**config.mk**
```make
export PLATFORM = sky130hd
export DESIGN_NAME = user_wb_slave_arbiter
export DESIGN_NICKNAME = d
export VERILOG_FILES = /design/src/rtl/user_wb_slave_arbiter.sv
export SDC_FILE = /design/constraint.sdc
export NUM_CORES = 1
export LEC_CHECK = 0
export CELL_PAD_IN_SITES_DETAIL_PLACEMENT = 0
export CELL_PAD_IN_SITES_GLOBAL_PLACEMENT = 1
export CORE_MARGIN = 5
export CORE_UTILIZATION = 26
export DETAILED_ROUTE_END_ITERATION = 16
export GPL_ROUTABILITY_DRIVEN = 0
export PLACE_DENSITY = 0.88
export SYNTH_ARGS = -nofsm -noshare
export SYNTH_HDL_FRONTEND = slang
export SYNTH_SLANG_ARGS = --single-unit
```
**constraint.sdc**
```tcl
create_clock -name wb_clk_i -period 2.5 [get_ports wb_clk_i]
set_input_delay 0.5 -clock wb_clk_i [delete_from_list [all_inputs] [get_ports wb_clk_i]]
set_output_delay 0.5 -clock wb_clk_i [all_outputs]
set_load 0.005 [all_outputs]
```
**src/rtl/user_wb_slave_arbiter.sv**
```systemverilog
`default_nettype none
// ============================================================================
//  Module   : user_wb_slave_arbiter
//  Purpose  : Single-master Wishbone router between the management SoC user
//             port and the user project slaves. Each access is decoded into
//             one of NUM_SLAVES equal address windows, the debug window (top
//             two words of the 1 MB user space) or unmapped space. One
//             transaction is sequenced at a time. Hung accesses are ended by
//             a watchdog that raises a sticky interrupt.
//  Ports    :
//    wb_clk_i, wb_rst_ni          clock, asynchronous active-low reset
//    wbs_cyc_i/stb_i/we_i/sel_i   master request
//    wbs_adr_i, wbs_dat_i         master address / write data
//    wbs_ack_o, wbs_dat_o         registered ack / read data to master
//    slv_cyc_o                    one-hot slave cycle (bit NUM_SLAVES = debug)
//    slv_stb_o                    registered shared strobe
//    slv_we_o/sel_o/adr_o/dat_o   combinational pass-through of the master
//    slv_ack_i, slv_dat_i         per-slave ack / read data (slave k at 32k)
//    to_irq_o, to_irq_clr_i       sticky timeout interrupt and its clear
//    to_adr_o, to_count_o         last timed-out address, saturating count
//  Revision : 1.0  initial release
// ============================================================================
module user_wb_slave_arbiter #(
   parameter int NUM_SLAVES = 4,
   parameter int WIN_BITS   = 16,
   parameter int TIMEOUT    = 255
) (
   input  logic                         wb_clk_i,
   input  logic                         wb_rst_ni,
   input  logic                         wbs_cyc_i,
   input  logic                         wbs_stb_i,
   input  logic                         wbs_we_i,
   input  logic [3:0]                   wbs_sel_i,
   input  logic [31:0]                  wbs_adr_i,
   input  logic [31:0]                  wbs_dat_i,
   output logic                         wbs_ack_o,
   output logic [31:0]                  wbs_dat_o,
   output logic [NUM_SLAVES:0]          slv_cyc_o,
   output logic                         slv_stb_o,
   output logic                         slv_we_o,
   output logic [3:0]                   slv_sel_o,
   output logic [31:0]                  slv_adr_o,
   output logic [31:0]                  slv_dat_o,
   input  logic [NUM_SLAVES:0]          slv_ack_i,
   input  logic [32*(NUM_SLAVES+1)-1:0] slv_dat_i,
   output logic                         to_irq_o,
   input  logic                         to_irq_clr_i,
   output logic [31:0]                  to_adr_o,
   output logic [7:0]                   to_count_o
);

   localparam int IDX_W  = $clog2(NUM_SLAVES);
   // One extra bit so the debug port index NUM_SLAVES is representable.
   localparam int IDXS_W = IDX_W + 1;
   localparam int NS1    = NUM_SLAVES + 1;
   localparam int ARR    = 1 << IDXS_W;
   localparam int WD_W   = 10;

   localparam logic [31:0] DAT_UNMAPPED = 32'hDEAD_BEEF;
   localparam logic [31:0] DAT_TIMEOUT  = 32'hBADC_0FFE;

   typedef enum logic [1:0] {
      ST_IDLE = 2'd0,
      ST_BUSY = 2'd1,
      ST_RESP = 2'd2
   } state_e;

   state_e              state_q, state_d;
   logic [IDXS_W-1:0]   idx_q, idx_d;
   logic [WD_W-1:0]     wd_q, wd_d;
   logic                ack_q, ack_d;
   logic [31:0]         dat_q, dat_d;
   logic [NUM_SLAVES:0] cyc_q, cyc_d;
   logic                stb_q, stb_d;
   logic                irq_q, irq_d;
   logic [31:0]         to_adr_q, to_adr_d;
   logic [7:0]          to_cnt_q, to_cnt_d;

   // ---------------------------------------------------------------------
   // Address decode (only meaningful while IDLE)
   // ---------------------------------------------------------------------
   logic              w_dbg_hit;
   logic              w_usr_hit;
   logic              w_mapped;
   logic [19:0]       w_adr_win;
   logic [IDXS_W-1:0] w_dec_idx;

   assign w_adr_win = wbs_adr_i[19:0];
   assign w_dbg_hit = (wbs_adr_i[19:3] == 17'h1ffff);
   // Bits above the slave index must be zero; when the windows tile the
   // whole 1 MB space the shift leaves nothing and every address maps.
   assign w_usr_hit = ((w_adr_win >> (WIN_BITS + IDX_W)) == 20'd0);
   assign w_mapped  = w_dbg_hit | w_usr_hit;
   // Debug window overlaps the last user window's space, so it wins.
   assign w_dec_idx = w_dbg_hit ? IDXS_W'(NUM_SLAVES)
                                : {1'b0, wbs_adr_i[WIN_BITS +: IDX_W]};

   // ---------------------------------------------------------------------
   // Per-slave return path, padded to a power of two so any idx value
   // selects a defined (zero) entry.
   // ---------------------------------------------------------------------
   logic [31:0]    w_rd_dat [ARR];
   logic [ARR-1:0] w_ack_vec;

   for (genvar k = 0; k < ARR; k++) begin : g_ret
      if (k < NS1) begin : g_real
         assign w_rd_dat[k]  = slv_dat_i[32*k +: 32];
         assign w_ack_vec[k] = slv_ack_i[k];
      end else begin : g_pad
         assign w_rd_dat[k]  = 32'd0;
         assign w_ack_vec[k] = 1'b0;
      end
   end

   logic        w_sel_ack;
   logic [31:0] w_sel_dat;
   logic        w_wd_exp;
   logic        w_to_set;

   assign w_sel_ack = w_ack_vec[idx_q];
   assign w_sel_dat = w_rd_dat[idx_q];
   assign w_wd_exp  = (wd_q == WD_W'(TIMEOUT - 1));

   // ---------------------------------------------------------------------
   // Next-state / next-output logic
   // ---------------------------------------------------------------------
   always_comb begin
      state_d  = state_q;
      idx_d    = idx_q;
      wd_d     = wd_q;
      ack_d    = 1'b0;
      dat_d    = dat_q;
      cyc_d    = '0;
      stb_d    = 1'b0;
      to_adr_d = to_adr_q;
      to_cnt_d = to_cnt_q;
      w_to_set = 1'b0;

      case (state_q)
         ST_IDLE: begin
            if (wbs_cyc_i && wbs_stb_i) begin
               idx_d = w_dec_idx;
               if (w_mapped) begin
                  state_d = ST_BUSY;
                  wd_d    = '0;
                  cyc_d   = NS1'(1) << w_dec_idx;
                  stb_d   = 1'b1;
               end else begin
                  state_d = ST_RESP;
                  ack_d   = 1'b1;
                  dat_d   = DAT_UNMAPPED;
               end
            end
         end

         ST_BUSY: begin
            if (!wbs_cyc_i) begin
               // Master abandoned the cycle: release the slave, no ack.
               state_d = ST_IDLE;
            end else if (w_sel_ack) begin
               state_d = ST_RESP;
               ack_d   = 1'b1;
               dat_d   = w_sel_dat;
            end else if (w_wd_exp) begin
               state_d  = ST_RESP;
               ack_d    = 1'b1;
               dat_d    = DAT_TIMEOUT;
               w_to_set = 1'b1;
               to_adr_d = wbs_adr_i;
               to_cnt_d = (to_cnt_q == 8'hFF) ? 8'hFF : to_cnt_q + 8'd1;
            end else begin
               wd_d  = wd_q + WD_W'(1);
               cyc_d = NS1'(1) << idx_q;
               stb_d = 1'b1;
            end
         end

         ST_RESP: begin
            state_d = ST_IDLE;
         end

         default: begin
            state_d = ST_IDLE;
         end
      endcase

      // A new timeout beats a simultaneous clear.
      if (w_to_set) begin
         irq_d = 1'b1;
      end else if (to_irq_clr_i) begin
         irq_d = 1'b0;
      end else begin
         irq_d = irq_q;
      end
   end

   // ---------------------------------------------------------------------
   // State registers
   // ---------------------------------------------------------------------
   always_ff @(posedge wb_clk_i or negedge wb_rst_ni) begin
      if (!wb_rst_ni) begin
         state_q  <= ST_IDLE;
         idx_q    <= '0;
         wd_q     <= '0;
         ack_q    <= 1'b0;
         dat_q    <= '0;
         cyc_q    <= '0;
         stb_q    <= 1'b0;
         irq_q    <= 1'b0;
         to_adr_q <= '0;
         to_cnt_q <= '0;
      end else begin
         state_q  <= state_d;
         idx_q    <= idx_d;
         wd_q     <= wd_d;
         ack_q    <= ack_d;
         dat_q    <= dat_d;
         cyc_q    <= cyc_d;
         stb_q    <= stb_d;
         irq_q    <= irq_d;
         to_adr_q <= to_adr_d;
         to_cnt_q <= to_cnt_d;
      end
   end

   assign wbs_ack_o  = ack_q;
   assign wbs_dat_o  = dat_q;
   assign slv_cyc_o  = cyc_q;
   assign slv_stb_o  = stb_q;
   assign to_irq_o   = irq_q;
   assign to_adr_o   = to_adr_q;
   assign to_count_o = to_cnt_q;

   // Shared request fields: the master holds these stable for the cycle.
   assign slv_we_o  = wbs_we_i;
   assign slv_sel_o = wbs_sel_i;
   assign slv_adr_o = wbs_adr_i;
   assign slv_dat_o = wbs_dat_i;

endmodule
`default_nettype wire

```
# == Word-level counts from Yosys, hierarchy flattened ==
# Cells that the tools add are included.
# W data, S select, Z words.
# classes
add_sub_neg,2
order_cmp,2
n_eq_ne,12
shift,2
muxes,48
bitwise_logic,3
reduce_logical,10
# ops
operator,count
$mux W32,7
$bmux W32 S3,1
$pmux W32 S2,1
$mux W10,5
$mux W5,5
$logic_not A20 Y1,1
$pmux W10 S2,1
$eq A17 B17 Y1 const B,1
$mux W1,16
$ne A2 B2 Y1 const B,6
$add A10 B1 Y10 const B,1
$eq A10 B8 Y1 const B,1
$mux W2,5
$pmux W5 S2,1
$shl A1 B3 Y5 const A,2
$add A8 B1 Y8 const B,1
$eq A8 B8 Y1 const B,1
$mux W8,1
$reduce_and A6 Y1,1
$reduce_and A5 Y1,1
$ge A4 B4 Y1 const B,1
$lt A3 B4 Y1 const B,1
$ne A4 B4 Y1 const B,1
$not A3 Y4,1
other kinds (13),16
# totals
ff_bits,95
inputBits,239
wordCells,89

# == Longest topological paths before layout ==
# Gate-level depths: netlist of the first run.
# logic_depth
depth_word,7
ltp_mapped,10

# == Least setup slack after synthesis of the first run ==
# Ideal clock, no wire load.
# synth_path
path_type,register to register
start,register idx_q[2]
end,"register dat_q[27], in the netlist wbs_dat_o[27]"
t_arrival_ps,1974
t_required_ps,2375
slack_ps,402
path_stages_with_launch,9
path_buffers,2
period_less_slack_ps,2098
path_cell_list,dfrtp_1 buf_6 mux2_4 a21oi_2 o21a_2 nand2b_1 a22oi_4 buf_6 mux2_2
# synth_via
elab_chain_len,7
word_cells_on_any_way,11
classes_between,eq/ne (1); mux (8); bitwise (1); reduce/logical (1)
# synth_lines
element,line_no,rtl
"start, declared",69,"logic [IDXS_W-1:0] idx_q, idx_d;"
"start signal, assigned",214,idx_q <= idx_d;
$not A3 Y4 (not written as such),121,assign w_sel_dat = w_rd_dat[idx_q];
$bmux W32 S3,121,
$mux W32 (not written as such) (2 in a row),121,
$mux W32,160,end else if (w_sel_ack) begin
$mux W32,157,if (!wbs_cyc_i) begin
$pmux W32 S2,139,case (state_q)
"end signal, assigned",217,dat_q <= dat_d;
"end, declared",72,"logic [31:0] dat_q, dat_d;"
# Several ways; a longest one is shown, not always the timed one. The select of a mux whose other input is x is not followed.
# A chain may end at the register's enable or synchronous reset.

# == Worst setup path in the final report of the first run ==
# layout_path
start,register idx_q[2]
end,"register dat_q[5], in the netlist wbs_dat_o[5]"
# Same word-level chain as after synthesis.

==> results of run 1 <==
==> cells in the mapped netlist (all sizes together), types with 2 or more instances <==
library cell   n
a21oi         13
nor2b          3
o21ai         26
nand4          7
a22oi          4
buf           91
and3b          2
o31ai          7
o22a           8
nand2         18
a221o         15
mux2          61
a32o           2
nor3           4
a31oi         18
and3           4
and2           6
nand2b         3
mux2i         33
o22ai          6
dfrtp         95
nand3          9
ha             3
mux4          19
clkbuf        14
inv           16
nor2          29
==> kinds of logic (layout without fill, tap and decap cells) <==
| kind of cell | Yosys count | in the layout | share of synthesized area |
|---|---|---|---|
| buffers and inverters | 122 | 391 | 0.134 |
| multiplexers | 113 | 113 | 0.248 |
| AO/OA/AOI/OAI | 107 | 107 | 0.130 |
| flip-flops | 95 | 95 | 0.407 |
| AND/OR/NAND/NOR | 88 | 88 | 0.0746 |
| adder cells (fa/ha/maj) | 3 | 3 | 0.00643 |
==> power groups by stage <==
stage | clock, uW | sequential, uW | combinational [uW]
2_1_floorplan | 0 | 1640 | 605
4_1_cts | 1510 | 1640 | 1210
6_report | 1450 | 1630 | 1180
3_5_place_dp | 0 | 1670 | 1210
5_1_grt | 1560 | 1640 | 1280
3_3_place_gp | 0 | 1670 | 1200
==> metal layers <==
layer	vias to the layer above	track usage
met5	-	0
met4	0	0.0516
met3	22	0.0585
met2	227	0.293
met1	2488	0.192
li1	2400	-
==> worst min path at each step <==
stage	start	end	slack (ns)	cells after the start
finish	wb_rst_ni	to_adr_o[25]	0.13	2
global route	wb_rst_ni	to_adr_o[25]	0.15	2
CTS	wb_rst_ni	to_adr_o[25]	0.13	2
detailed placement	to_irq_o	to_irq_o	0.47	1
global placement	wd_q[9]	wd_q[9]	0.45	1
floorplan	wb_rst_ni	idx_q[0]	0.20	0
==> flip-flops by register name, indices dropped and copies added, names as in the netlist <==
name	flops
to_adr_o	32
wbs_dat_o	32
wd_q	10
to_count_o	8
slv_cyc_o	5
idx_q	3
state_q	2
slv_stb_o	1
to_irq_o	1
wbs_ack_o	1
==> final cells by class <==
cell class | count | area (um^2) | share of cell area
flip-flops and latches | 95 | 2380 | 0.255
multi-input cells | 311 | 2690 | 0.288
inverters | 17 | 67.6 | 0.00725
repair buffers | 358 | 3530 | 0.379
well taps | 280 | 350 | 0.0376
clock buffers | 12 | 256 | 0.0275
clock inverters | 4 | 52.6 | 0.00564
==> metrics by stage <==
stage	TNS, ns	total power [uW]	setup slack [ns]
3_3_place_gp	-3.08	2870	-0.112
3_5_place_dp	-3.41	2870	-0.119
6_report	0	4260	0.216
5_1_grt	0	4480	0.0376
2_1_floorplan	0	2240	0.402
4_1_cts	0	4360	0.0825
==> what timing repair did <==
| item | in CTS | in global routing |
|---|---|---|
| gates resized for setup | 0 | 1 |
| hold buffers | 0 | 0 |
| buffers inserted | 0 | 0 |
| endpoints found under the setup margin | 0 | 30 |
==> out/metrics.csv, run 1 <==
stage,metric,value,unit
run_status,status,finished clean,
floorplanning,Die Ht,160,um
power,switch share,0.266,
power,PwrDens,457,nW/um^2
setup_path,R2R Setup Slk,0.22,ns
clocking,CTS Buf Count,9,
setup_path,Critical-path top delay cell,dfrtp_1,
setup_path,Worst Setup End Kind,flip-flop,
setup_path,CP arrival,2.51,ns
setup_path,Critical Path Fanout Max,29,
detailed_routing,WL met3,1.88,mm
placement,Port-buffer cells,313,
layout,layout cell share with drive strength beyond 1,0.173,
global_route,vias in the first global route,5463,
global_route,total global-route track usage,0.167,
logic_synthesis,Ys Warns,0,
setup_path,reg2reg start,idx_q[2],
timing,worst-margin pin slew,0.581,ns
placement,Placed Cells,1061,
logic_synthesis,Unique masters post-synth,48,
setup_path,Setup crit end,wbs_dat_o[5],
logic_synthesis,syn avg cell area,11.1,um^2
logic_synthesis,synth top area cells,"dfrtp_1, mux2_2, buf_4",
detailed_routing,Initial DRC Count,278,
setup_path,Worst Path Buf+Inv,2,
logic_synthesis,syn_nets,770,
floorplanning,Initial Utilization,0.266,
detailed_routing,First-pass DRT Iterations,4,
layout,post-route cell area,9330,um^2
detailed_routing,Via Count,5137,
detailed_routing,Post-DRT Antenna Nets,0,
global_route,largest net degree at the start of global routing,53,
timing,unrepaired setup endpoints after global routing,no,
floorplanning,Die Width,160,um
setup_path,Reg-to-Reg End,wbs_dat_o[5],
clocking,Worst-path clk slew,0.07,ns
clocking,Clock Latency Late Sink,0.34,ns
layout,fin nets,1034,
logic_synthesis,Main synth FF type,dfrtp_1,
setup_path,instance count on the critical path,7,
detailed_routing,# DRC,0,
timing,Final Hold Fails,0,
global_route,total grt overflow,0,
timing,fmax,0.438,GHz
setup_path,critical path launch point type,flip-flop,
timing,# setup viols final,0,
detailed_routing,drt wl/cell,20.3,um
detailed_routing,met1 WL,8.65,mm
clocking,CTS tree,done,
setup_path,R2R depth,7,
setup_path,worst path required time,2.72,ns
floorplanning,row count,54,
layout,"most common cell after layout, fill and taps aside",clkdlybuf4s50_1,
setup_path,Crit. Startpoint,idx_q[2],
timing,clk_skew,0.00778,ns
logic_synthesis,sequential fraction of the synthesis area,0.407,
timing,fin crit share,0.914,
floorplanning,I/O pin total,388,
layout,Fill cells,2120,
power,NetSw,1130,uW
timing,Slew HR,0.612,
setup_path,Worst path top cell family by delay,buffers and inverters,
layout,Antenna Cells,0,
flow_run,# Max-Cap Violations,0,
logic_synthesis,post-synth top area share,0.407,
timing,Max Slew Vio Count,0,
layout,post-route insts no fill,1077,
setup_path,CP peak stage delay,0.54,ns
logic_synthesis,"FF+latch count, synth",95,
logic_synthesis,async set-reset flop share out of synthesis,1.00,
logic_synthesis,Mapped Cells,528,
hold_path,min-delay worst type,input port to async pin,
floorplanning,DIE AREA,25600,um^2
global_route,initial antenna violation count,0,
layout,P&R area growth vs syn,59.7,%
clocking,clock sinks,95,
power,internal power,3130,uW
global_route,first-pass GRT wire length,33.4,mm
clocking,Max Buffers Root-to-Sink,2,
timing,fin crit period,2.28,ns
detailed_routing,Total Routed Length,21.8,mm
setup_path,"critical path, cell by cell",clkinvlp_4 -> nand3_1 -> o21a_2 -> nand2b_1 -> a22oi_4 -> buf_12 -> mux2_2,
power,power share of the combinational group,0.277,
clocking,Root Driver,clkbuf_16,
logic_synthesis,synthesized cell area,5840,um^2
layout,most frequent cells in the layout,"clkdlybuf4s50_1, dfrtp_1, mux2_2",
power,Static Leak,0.00377,uW
setup_path,crit path kind,flip-flop to flip-flop,
power,Max VDD drop,292,uV
power,clock share of power,0.340,
placement,placed inst area,9010,um^2
layout,post-layout util,0.425,
clocking,H-tree depth,3,
detailed_routing,Met2 Wirelength,10.9,mm
logic_synthesis,cell taking the most area after synthesis,dfrtp_1,
power,sequential power share,0.383,
placement,DP HPWL,17.3,mm
logic_synthesis,Post-synth EDFFs,0,
floorplanning,core area,22000,um^2
detailed_routing,DR vias/cell,4.77,
detailed_routing,uppermost layer routed,met4,
timing,Min Hold Slack,0.129,ns
Note: power is estimated with default switching activity, not from simulation.
==> run 2: changes to the inputs <==
Settings changed: TNS_END_PERCENT set to 100.
==> results of run 2 <==
Same layout as run 1: the final DEF is identical, and so are final timing and power.
